[config.mk]
export PLATFORM = sky130hd
export DESIGN_NAME = pll_divn_ramp_ctrl
export DESIGN_NICKNAME = d
export VERILOG_FILES = /design/src/rtl/pll_divn_ramp_ctrl.sv
export SDC_FILE = /design/constraint.sdc
export NUM_CORES = 1
export LEC_CHECK = 0
export CORE_ASPECT_RATIO = 0.8
export CORE_MARGIN = 10
export CORE_UTILIZATION = 41
export CTS_CLUSTER_DIAMETER = 50
export CTS_CLUSTER_SIZE = 10
export DETAILED_ROUTE_END_ITERATION = 7
export SETUP_SLACK_MARGIN = 0.02
export SLEW_MARGIN = 20
export SYNTH_ARGS = -nofsm -noshare
export SYNTH_HDL_FRONTEND = slang
export SYNTH_SLANG_ARGS = --single-unit
[constraint.sdc]
create_clock -name pclk -period 6.1 [get_ports pclk]
set_input_delay 1.525 -clock pclk [delete_from_list [all_inputs] [get_ports pclk]]
set_output_delay 1.525 -clock pclk [all_outputs]
set_load 0.01 [all_outputs]
[src/rtl/pll_divn_ramp_ctrl.sv]
// pll_divn_ramp_ctrl: sequencer for the PLL feedback divider.
// Takes a new divn target over a valid/ready handshake. It steps the divn output
// toward that target, holding after each step, and pulses brake ahead of large jumps.
// It then waits for the synchronised PLL lock and reports done or a sticky timeout.
// Optional feature macro: PLL_RAMP_ABORT_EN adds the abort/aborted ports.
//
// Handshake: a request is accepted on a pclk edge where req_valid && req_ready.
// req_ready is high only in IDLE. Requests offered while busy are not captured,
// so the requester keeps req_valid high until it sees req_ready.
module pll_divn_ramp_ctrl #(
    parameter int DIVN_W       = 16,
    parameter int DIVN_INIT    = 100,
    parameter int DIVN_MIN     = 4,
    parameter int STEP         = 1,
    parameter int HOLD_CYCLES  = 256,
    parameter int BRAKE_THRESH = 64,
    parameter int LOCK_TIMEOUT = 65535
) (
    input  logic              pclk,
    input  logic              resetn,
    input  logic              req_valid,
    output logic              req_ready,
    input  logic [DIVN_W-1:0] req_divn,
    input  logic              locked,
    input  logic              clr_err,
`ifdef PLL_RAMP_ABORT_EN
    input  logic              abort,
    output logic              aborted,
`endif
    output logic [DIVN_W-1:0] divn,
    output logic              brake,
    output logic              busy,
    output logic              done,
    output logic              err_timeout,
    output logic [2:0]        dbg_state
);

    localparam int HOLD_W = (HOLD_CYCLES > 1) ? $clog2(HOLD_CYCLES) : 1;
    localparam int LOCK_W = (LOCK_TIMEOUT > 1) ? $clog2(LOCK_TIMEOUT) : 1;

    localparam logic [DIVN_W-1:0] DIVN_INIT_V = DIVN_W'(DIVN_INIT);
    localparam logic [DIVN_W-1:0] DIVN_MIN_V  = DIVN_W'(DIVN_MIN);
    localparam logic [DIVN_W-1:0] STEP_V      = DIVN_W'(STEP);
    localparam logic [DIVN_W-1:0] BRAKE_V     = DIVN_W'(BRAKE_THRESH);
    localparam logic [HOLD_W-1:0] HOLD_LOAD   = HOLD_W'(HOLD_CYCLES - 1);
    localparam logic [LOCK_W-1:0] LOCK_LAST   = LOCK_W'(LOCK_TIMEOUT - 1);

    typedef enum logic [2:0] {
        S_IDLE      = 3'd0,
        S_BRAKE     = 3'd1,
        S_STEP      = 3'd2,
        S_HOLD      = 3'd3,
        S_WAIT_LOCK = 3'd4
    } state_t;

    state_t              state_q, state_d;
    logic [DIVN_W-1:0]   divn_q, divn_d;
    logic [DIVN_W-1:0]   target_q, target_d;
    logic [HOLD_W-1:0]   hold_q, hold_d;
    logic [LOCK_W-1:0]   lock_q, lock_d;
    logic                brake_q, brake_d;
    logic                done_q, done_d;
    logic                err_q, err_d;
    logic                lock_meta_q, lock_meta_d;
    logic                lock_sync_q, lock_sync_d;
`ifdef PLL_RAMP_ABORT_EN
    logic                aborted_q, aborted_d;
`endif

    logic [DIVN_W-1:0]   req_tgt;
    logic [DIVN_W-1:0]   req_diff;
    logic [DIVN_W-1:0]   cur_diff;
    logic [DIVN_W-1:0]   step_amt;

    function automatic logic [DIVN_W-1:0] abs_diff(input logic [DIVN_W-1:0] a,
                                                   input logic [DIVN_W-1:0] b);
        return (a > b) ? (a - b) : (b - a);
    endfunction

    // Next-state, datapath and output decode for the ramp sequencer.
    always_comb begin
        state_d     = state_q;
        divn_d      = divn_q;
        target_d    = target_q;
        hold_d      = hold_q;
        lock_d      = lock_q;
        brake_d     = 1'b0;
        done_d      = 1'b0;
        err_d       = clr_err ? 1'b0 : err_q;
        lock_meta_d = locked;
        lock_sync_d = lock_meta_q;
`ifdef PLL_RAMP_ABORT_EN
        aborted_d   = 1'b0;
`endif
        req_tgt  = (req_divn < DIVN_MIN_V) ? DIVN_MIN_V : req_divn;
        req_diff = abs_diff(req_tgt, divn_q);
        cur_diff = abs_diff(target_q, divn_q);
        // Never move further than the remaining distance, so no overshoot.
        step_amt = (cur_diff < STEP_V) ? cur_diff : STEP_V;

        case (state_q)
            S_IDLE: begin
                if (req_valid) begin
                    target_d = req_tgt;
                    if (req_diff == '0) begin
                        done_d = 1'b1;
                    end else if (req_diff > BRAKE_V) begin
                        state_d = S_BRAKE;
                        brake_d = 1'b1;
                    end else begin
                        state_d = S_STEP;
                    end
                end
            end
            S_BRAKE: begin
                state_d = S_STEP;
            end
            S_STEP: begin
                divn_d  = (target_q > divn_q) ? (divn_q + step_amt) : (divn_q - step_amt);
                hold_d  = HOLD_LOAD;
                state_d = S_HOLD;
            end
            S_HOLD: begin
                if (hold_q == '0) begin
                    if (divn_q == target_q) begin
                        state_d = S_WAIT_LOCK;
                        lock_d  = '0;
                    end else begin
                        state_d = S_STEP;
                    end
                end else begin
                    hold_d = hold_q - HOLD_W'(1);
                end
            end
            S_WAIT_LOCK: begin
                // A lock seen on the last allowed cycle still counts as success.
                if (lock_sync_q) begin
                    done_d  = 1'b1;
                    state_d = S_IDLE;
                end else if (lock_q == LOCK_LAST) begin
                    err_d   = 1'b1;
                    done_d  = 1'b1;
                    state_d = S_IDLE;
                end else begin
                    lock_d = lock_q + LOCK_W'(1);
                end
            end
            default: begin
                state_d = S_IDLE;
            end
        endcase

`ifdef PLL_RAMP_ABORT_EN
        // Abort leaves divn where it is and returns quietly to IDLE.
        if (abort && (state_q != S_IDLE)) begin
            state_d   = S_IDLE;
            divn_d    = divn_q;
            hold_d    = hold_q;
            lock_d    = lock_q;
            brake_d   = 1'b0;
            done_d    = 1'b0;
            err_d     = clr_err ? 1'b0 : err_q;
            aborted_d = 1'b1;
        end
`endif
    end

    // All state and registered outputs; asynchronous active-low reset.
    always_ff @(posedge pclk or negedge resetn) begin
        if (!resetn) begin
            state_q     <= S_IDLE;
            divn_q      <= DIVN_INIT_V;
            target_q    <= DIVN_INIT_V;
            hold_q      <= '0;
            lock_q      <= '0;
            brake_q     <= 1'b0;
            done_q      <= 1'b0;
            err_q       <= 1'b0;
            lock_meta_q <= 1'b0;
            lock_sync_q <= 1'b0;
`ifdef PLL_RAMP_ABORT_EN
            aborted_q   <= 1'b0;
`endif
        end else begin
            state_q     <= state_d;
            divn_q      <= divn_d;
            target_q    <= target_d;
            hold_q      <= hold_d;
            lock_q      <= lock_d;
            brake_q     <= brake_d;
            done_q      <= done_d;
            err_q       <= err_d;
            lock_meta_q <= lock_meta_d;
            lock_sync_q <= lock_sync_d;
`ifdef PLL_RAMP_ABORT_EN
            aborted_q   <= aborted_d;
`endif
        end
    end

    assign req_ready   = (state_q == S_IDLE);
    assign busy        = (state_q != S_IDLE);
    assign divn        = divn_q;
    assign brake       = brake_q;
    assign done        = done_q;
    assign err_timeout = err_q;
    assign dbg_state   = state_q;
`ifdef PLL_RAMP_ABORT_EN
    assign aborted     = aborted_q;
`endif

endmodule

==> results.ini <==
[placement]
port_buffers = 44
place_area_mm2 = 0.00873
hpwl_um = 19900
gp_congestion = 0.964

[drt]
wl_um = 24700
drt_iter0_drc = 915
wl_per_cell_um = 18.7
vias_per_cell = 5.76
drtAntennaViolNets = 0
firstDrtPassIters = 5
route.detailed.drc = 0
dr_total_vias = 7615

[worst_setup_path]
cp-start-kind = register
crit_fanout = 6
required_ns = 6.30
critical_path.top_delay_family = simple AND/OR/NAND/NOR gates
worstPathArrival_ns = 6.06
r2r-start = divn[5]$_DFFE_PN1P_
path_depth = 26
worst-path-buf-inv = 5
cpMostUsedCell = buf_4
rrSetupSlack_ns = 0.25
r2r-end = divn[15]$_DFFE_PN0P_
critPathCapture = divn[15]$_DFFE_PN0P_
crit_type = reg2reg
slowest_stage = or4_4
reg2reg_depth = 26
critPathLaunch = divn[5]$_DFFE_PN1P_
crit_path_max_incr_delay_ns = 0.59
endpoint_kind = register

[run_status]
status = finished, final reports clean

[sta]
max_freq_mhz = 171
tightest_slew_ns = 1.08
min_period_over_period_pct = 96.0
hold_ws_ns = 0.355
relSlewSlack_pct = 27.7
drv_slew = 0
finalHoldViolCount = 0
skew_ns = 0.00791
layout_min_cycle_time_ns = 5.85
setup_viol = 0
tns_ns = 0

[logic_synthesis]
synthArstFlopShare_pct = 100
netlist_area_mm2 = 0.00724
yosysSeqAreaShare_pct = 22.2
syn_nets = 1052
synthDistinctLibCells = 71
synth_enable_flop_cells = 0
avgSynthCellArea_um2 = 7.67
ys.flop_type = dfrtp_1
ys.warnings.count = 0
synth_cells = 944
yosys_register_bits = 64

[worst_hold_path]
hp-class = reg2reg
hp-start = lock_meta_q$_DFF_PN0_

[die]
die_h_um = 139
initial_core_util_pct = 41.8
die_x_um = 169
core_area_mm2 = 0.0173
rows = 43
io_pins = 45
dieArea_mm2 = 0.0234

[finish]
nNetsFinal = 1200
antenna_cells = 0
area_growth_pct = 28.6
drive_gt1_share_pct = 19.1
design_area_mm2 = 0.00931

[power_and_ir_drop]
leakage_nw = 4.29
peakVddDrop_v = 0.000166
power_density_mw_per_mm2 = 260

[clock_tree]
clk_pin_slew_worst_paths_ns = 0.06
cts_hold_buf = 0
clock-root-buffer = clkbuf_16
cts_sinks = 64
cts_buffers = 9
h-tree-depth = 3
tritoncts = built
clock_latency_ns = 0.34
ctsLongestPathBuffers = 2

[grt]
grt_pass1_vias = 6984
antenna_found_initial = 0
gr-usage-all-layers_pct = 20.5
gr-total-overflow = 0
grt_max_degree = 65
grt_pass1_wl_um = 39300

[flow_run]
drv_cap = 0

[where the power goes]
part / internal, mW / total (mW) / switching [mW]
clock: 0.413 / 0.622 / 0.210
combinational: 0.580 / 1.29 / 0.710
sequential: 0.472 / 0.504 / 0.0316
[how the worst min path moves through the flow]
stage,cells past startpoint,endpoint,slack [ns]
after global routing,0,lock_sync_q$_DFF_PN0_,0.35
after CTS,0,lock_sync_q$_DFF_PN0_,0.35
after detailed placement,0,lock_sync_q$_DFF_PN0_,0.34
after global placement,0,lock_sync_q$_DFF_PN0_,0.34
final,0,lock_sync_q$_DFF_PN0_,0.35
after floorplan,0,lock_sync_q$_DFF_PN0_,0.33
[layout make-up]
| class | instances | area (um2) |
|---|---|---|
| clock buffers | 10 | 239 |
| inverters | 72 | 270 |
| flip-flops and latches | 64 | 1610 |
| well taps | 225 | 282 |
| repair buffers | 188 | 1530 |
| clock inverters | 6 | 115 |
| multi-input cells | 757 | 5260 |
| fillers | 1694 | 8020 |
[cell families after synthesis]
| kind of cell | after synthesis | synth area share, % |
|---|---|---|
| AND/OR/NAND/NOR | 327 | 22.9 |
| AO/OA/AOI/OAI | 291 | 25.7 |
| buffers and inverters | 123 | 7.12 |
| adder cells (fa/ha/maj) | 87 | 15.6 |
| flip-flops | 64 | 22.2 |
| XOR/XNOR | 38 | 4.60 |
| multiplexers | 13 | 1.82 |
| other | 1 | 0.0518 |
[layer usage]
metal  track usage [%]  vias up  wire, um  part of all wire (%)
met2              28.0      302      9900                    40
met5                 0        -         0                     0
met1              31.9     3600     12400                    50
met4              3.84        0       344                   1.4
li1                  -     3688         -                     -
met3              4.16       25      2010                   8.1
[stage by stage]
| step | util [%] | setup WS, ns | total power, mW | std cells |
|---|---|---|---|---|
| global placement | 50.4 | -0.216 | 1.74 | 1298 |
| floorplan | - | 0.589 | 1.24 | 944 |
| detailed placement | 50.4 | -0.219 | 1.73 | 1298 |
| global route | 53.7 | -0.0582 | 2.57 | 1322 |
| finish | 53.7 | 0.246 | 2.42 | 1322 |
| CTS | 52.4 | 0.0274 | 2.36 | 1314 |
[registers in the layout, summed over array words and instances (netlist names)]
name,flops
brake,1
dbg_state,3
lock_q,16
done,1
lock_sync_q,1
target_q,16
err_timeout,1
divn,16
hold_q,8
lock_meta_q,1
[cell usage in the layout (no fill, tap or decap), drive strengths merged, types with 8 or more instances in the layout]
cell type	count
mux2i	12
a211oi	9
o31ai	10
nand4	20
or3	11
nor4	14
a22oi	8
a21o	24
xor2	19
nor3	25
a31oi	9
nor2b	16
buf	145
xnor2	19
and3	8
o21a	21
a21oi	60
ha	82
nand2	101
clkbuf	10
and2	8
nand2b	21
o21ai	88
clkdlybuf4s50	43
inv	73
nor2	61
dfrtp	58
nand3	19
o211ai	16
[Yosys cell counts, types with 7 or more instances]
cell      count  area share (%)
a211oi_1      9            0.93
a21o_1       24             2.5
a21oi_1      60             4.1
a22oi_1       7            0.73
a31oi_1       9            0.78
and2_1        8            0.69
and3_1        8            0.69
buf_2        10            0.69
clkbuf_1     32             1.7
dfrtp_1      58              20
ha_1         82              14
inv_1        72             3.7
mux2i_1      12             1.7
nand2_1     100             5.2
nand2b_1     20             1.7
nand3_1      19             1.3
nand4_1      19             1.6
nor2_1       61             3.2
nor2b_1      16             1.4
nor3_1       24             1.7
nor4_1       14             1.2
o211ai_1     16             1.7
o21a_1       21             2.2
o21ai_0      82             5.7
o31ai_1      10             1.0
or3_1         9            0.78
xnor2_1      19             2.3
xor2_1       19             2.3
[timing repair]
action | in CTS | in global routing
setup buffers | 0 | 8
gates resized for setup | 0 | 36
setup endpoints to repair | 0 | 9
No activity file was read; power rests on OpenSTA's default activity.
==> RTL edit, RTL diff (same settings) <==
Register the output `dbg_state` once more, with the module's reset; this adds one clock of latency there. The other outputs are not delayed to match.
--- a/src/rtl/pll_divn_ramp_ctrl.sv
+++ b/src/rtl/pll_divn_ramp_ctrl.sv
@@ -205,5 +205,11 @@
     assign done        = done_q;
     assign err_timeout = err_q;
-    assign dbg_state   = state_q;
+    always_ff @(posedge pclk or negedge resetn) begin
+        if (!resetn) begin
+            dbg_state <= '0;
+        end else begin
+            dbg_state <= state_q;
+        end
+    end
 `ifdef PLL_RAMP_ABORT_EN
     assign aborted     = aborted_q;
Behaviour: not the same (a bounded check fails within 4 cycles, from zero or initial values and one cycle with resetn low).
==> RTL edit against the original RTL <==
- routed wire length is 16% lower
- sequential cell count is 3 higher
- final area is 13% lower
- global-route usage is 1.8 points lower
- area after synthesis is 6.0% lower
- setup slack better by 36 ps
- first-iteration DRC count is 53% lower
- die area is 5.2% lower
- sequential share of layout area is 3.6 points higher
- largest cell class unchanged
Power is left out: the tool's default activity adds up to more than one toggle a clock period on the data nets, which glitch-free logic cannot reach.
==> RTL edit: results <==
group,metric,value,unit
cells_and_area,layout-drive-gt1-share,0.118,
yosys,synth_warnings,0,
critical_path,cp.arrival,6040,ps
placement,hpwl,16500,um
global_route,grt_pass1_vias,5992,
yosys,syn-num-nets,952,
global_route,grt_pass1_wl,33300,um
status,status,"complete, no violations",
timing,fin_skew,7.52,ps
cells_and_area,n_antenna_cell,0,
global_route,grt_use_total,0.187,
cts,clock-root-buffer,"clkbuf_16",
placement,portBuffers,44,
cts,cts_buffers,9,
cts,clock_latency,330,ps
yosys,synthTopCellsByCount,"92 x nand2_1, 82 x ha_1, 71 x o21ai_0",
critical_path,crit_fanout,12,
yosys,yosysUniqueCellTypes,71,
drt,drt_pass1_iterations,5,
placement,gp_congestion,0.986,
yosys,synthFlopType,"dfrtp_1",
yosys,seq_area_frac_synth,0.248,
cts,clk_path_buf_depth,2,
cts,path_clk_slew,60,ps
global_route,grt_start_max_net_pins,68,
global_route,antenna_found_initial,0,
cells_and_area,final_nets,1011,
timing,slew_headroom,0.332,
hold_path,hp-class,"reg2reg",
drt,drt_iter0_markers,429,
drt,via_per_inst,5.58,
yosys,synth.area.top_cells,"dfrtp_1 22%, ha_1 15%, o21ai_0 5.2%, nand2_1 5.1%, a21oi_1 4.8%",
cts,htree_levels,3,
drt,wl_per_cell,18.4,um
yosys,async_flop_share,1.00,
cells_and_area,fillCellCount,1589,
[RTL edit: changes by cell type after synthesis, moves of 8 or more]
| cell | unedited run | this run |
|---|---|---|
| o21a_1 | 21 | 3 |
| xor2_1 | 19 | 32 |
| nor2b_1 | 16 | 4 |
| o211ai_1 | 16 | 5 |
| nor4_1 | 14 | 6 |
| nand2_1 | 100 | 92 |
| o21ai_0 | 82 | 71 |
| nor2_1 | 61 | 51 |
[RTL edit: cells by family after synthesis]
kind of cell,count (synthesis),synth area share
xor gates and xnor gates,54,0.0695
DFF,67,0.248
AOI/OAI and AO/OA,234,0.219
muxes,23,0.0349
and+or+nand+nor,267,0.197
other,1,0.000551
buffers and inverters,111,0.0662
adders and majority gates,87,0.166
[RTL edit: per-layer routing]
layer  share of wire  track usage  vias to the layer above
met5               0            0                        -
met4          0.0082       0.0377                        0
met3           0.076       0.0395                       13
met2            0.40        0.261                      207
li1                -            -                     3099
met1            0.51        0.287                     2980
[RTL edit: path summary, 6_finish.rpt]
| kind | start | endpoint | slack [ps] | depth (start not counted) |
|---|---|---|---|---|
| max | req_divn[9] | state_q[0] | 280 | 19 |
| min | lock_meta_q | lock_sync_q | 360 | 0 |
| max reg2reg | divn[5] | divn[14] | 420 | 28 |
| min reg2reg | lock_meta_q | lock_sync_q | 360 | 0 |
| max in group asynchronous | resetn | divn[0] | 4170 | 1 |
| min in group asynchronous | resetn | lock_q[12] | 1290 | 1 |
[RTL edit: metrics by stage]
step           setup slack (ps)  instance area [um^2]  hold slack, ps  std cells
2_1_floorplan               374                  6800             331        844
5_1_grt                    19.6                  8070             360       1128
3_5_place_dp              -57.6                  7680             340       1110
4_1_cts                     224                  7980             357       1126
3_3_place_gp              -94.7                  7680             332       1110
6_report                    283                  8070             360       1128
[RTL edit: critical path: stages]
cell,delay [ps]
clkdlybuf4s50_1,570
nor4_2,90
buf_4,160
nand4_1,160
nand2_1,120
ha_1,230
fa_1,470
nor2b_4,170
o311ai_2,130
a31oi_4,250
a22oi_4,110
nor2_4,420
mux2i_2,340
o22ai_1,130
nor4_1,300
nor4b_4,380
buf_4,200
a311oi_1,80
a21o_1,190
[RTL edit: final cells by class]
| cell class | instances | share of cell area |
|---|---|---|
| Tap cell | 220 | 0.0341 |
| Timing Repair Buffer | 91 | 0.0995 |
| Clock inverter | 6 | 0.00791 |
| Inverter | 68 | 0.0316 |
| Clock buffer | 10 | 0.0296 |
| Sequential cell | 67 | 0.209 |
| Multi-Input combinational cell | 666 | 0.588 |
[RTL edit: timing repair]
item,CTS,global route
resized for setup,0,19
buffers inserted,0,2
endpoints found under the setup margin,0,6
hold buffers,0,0
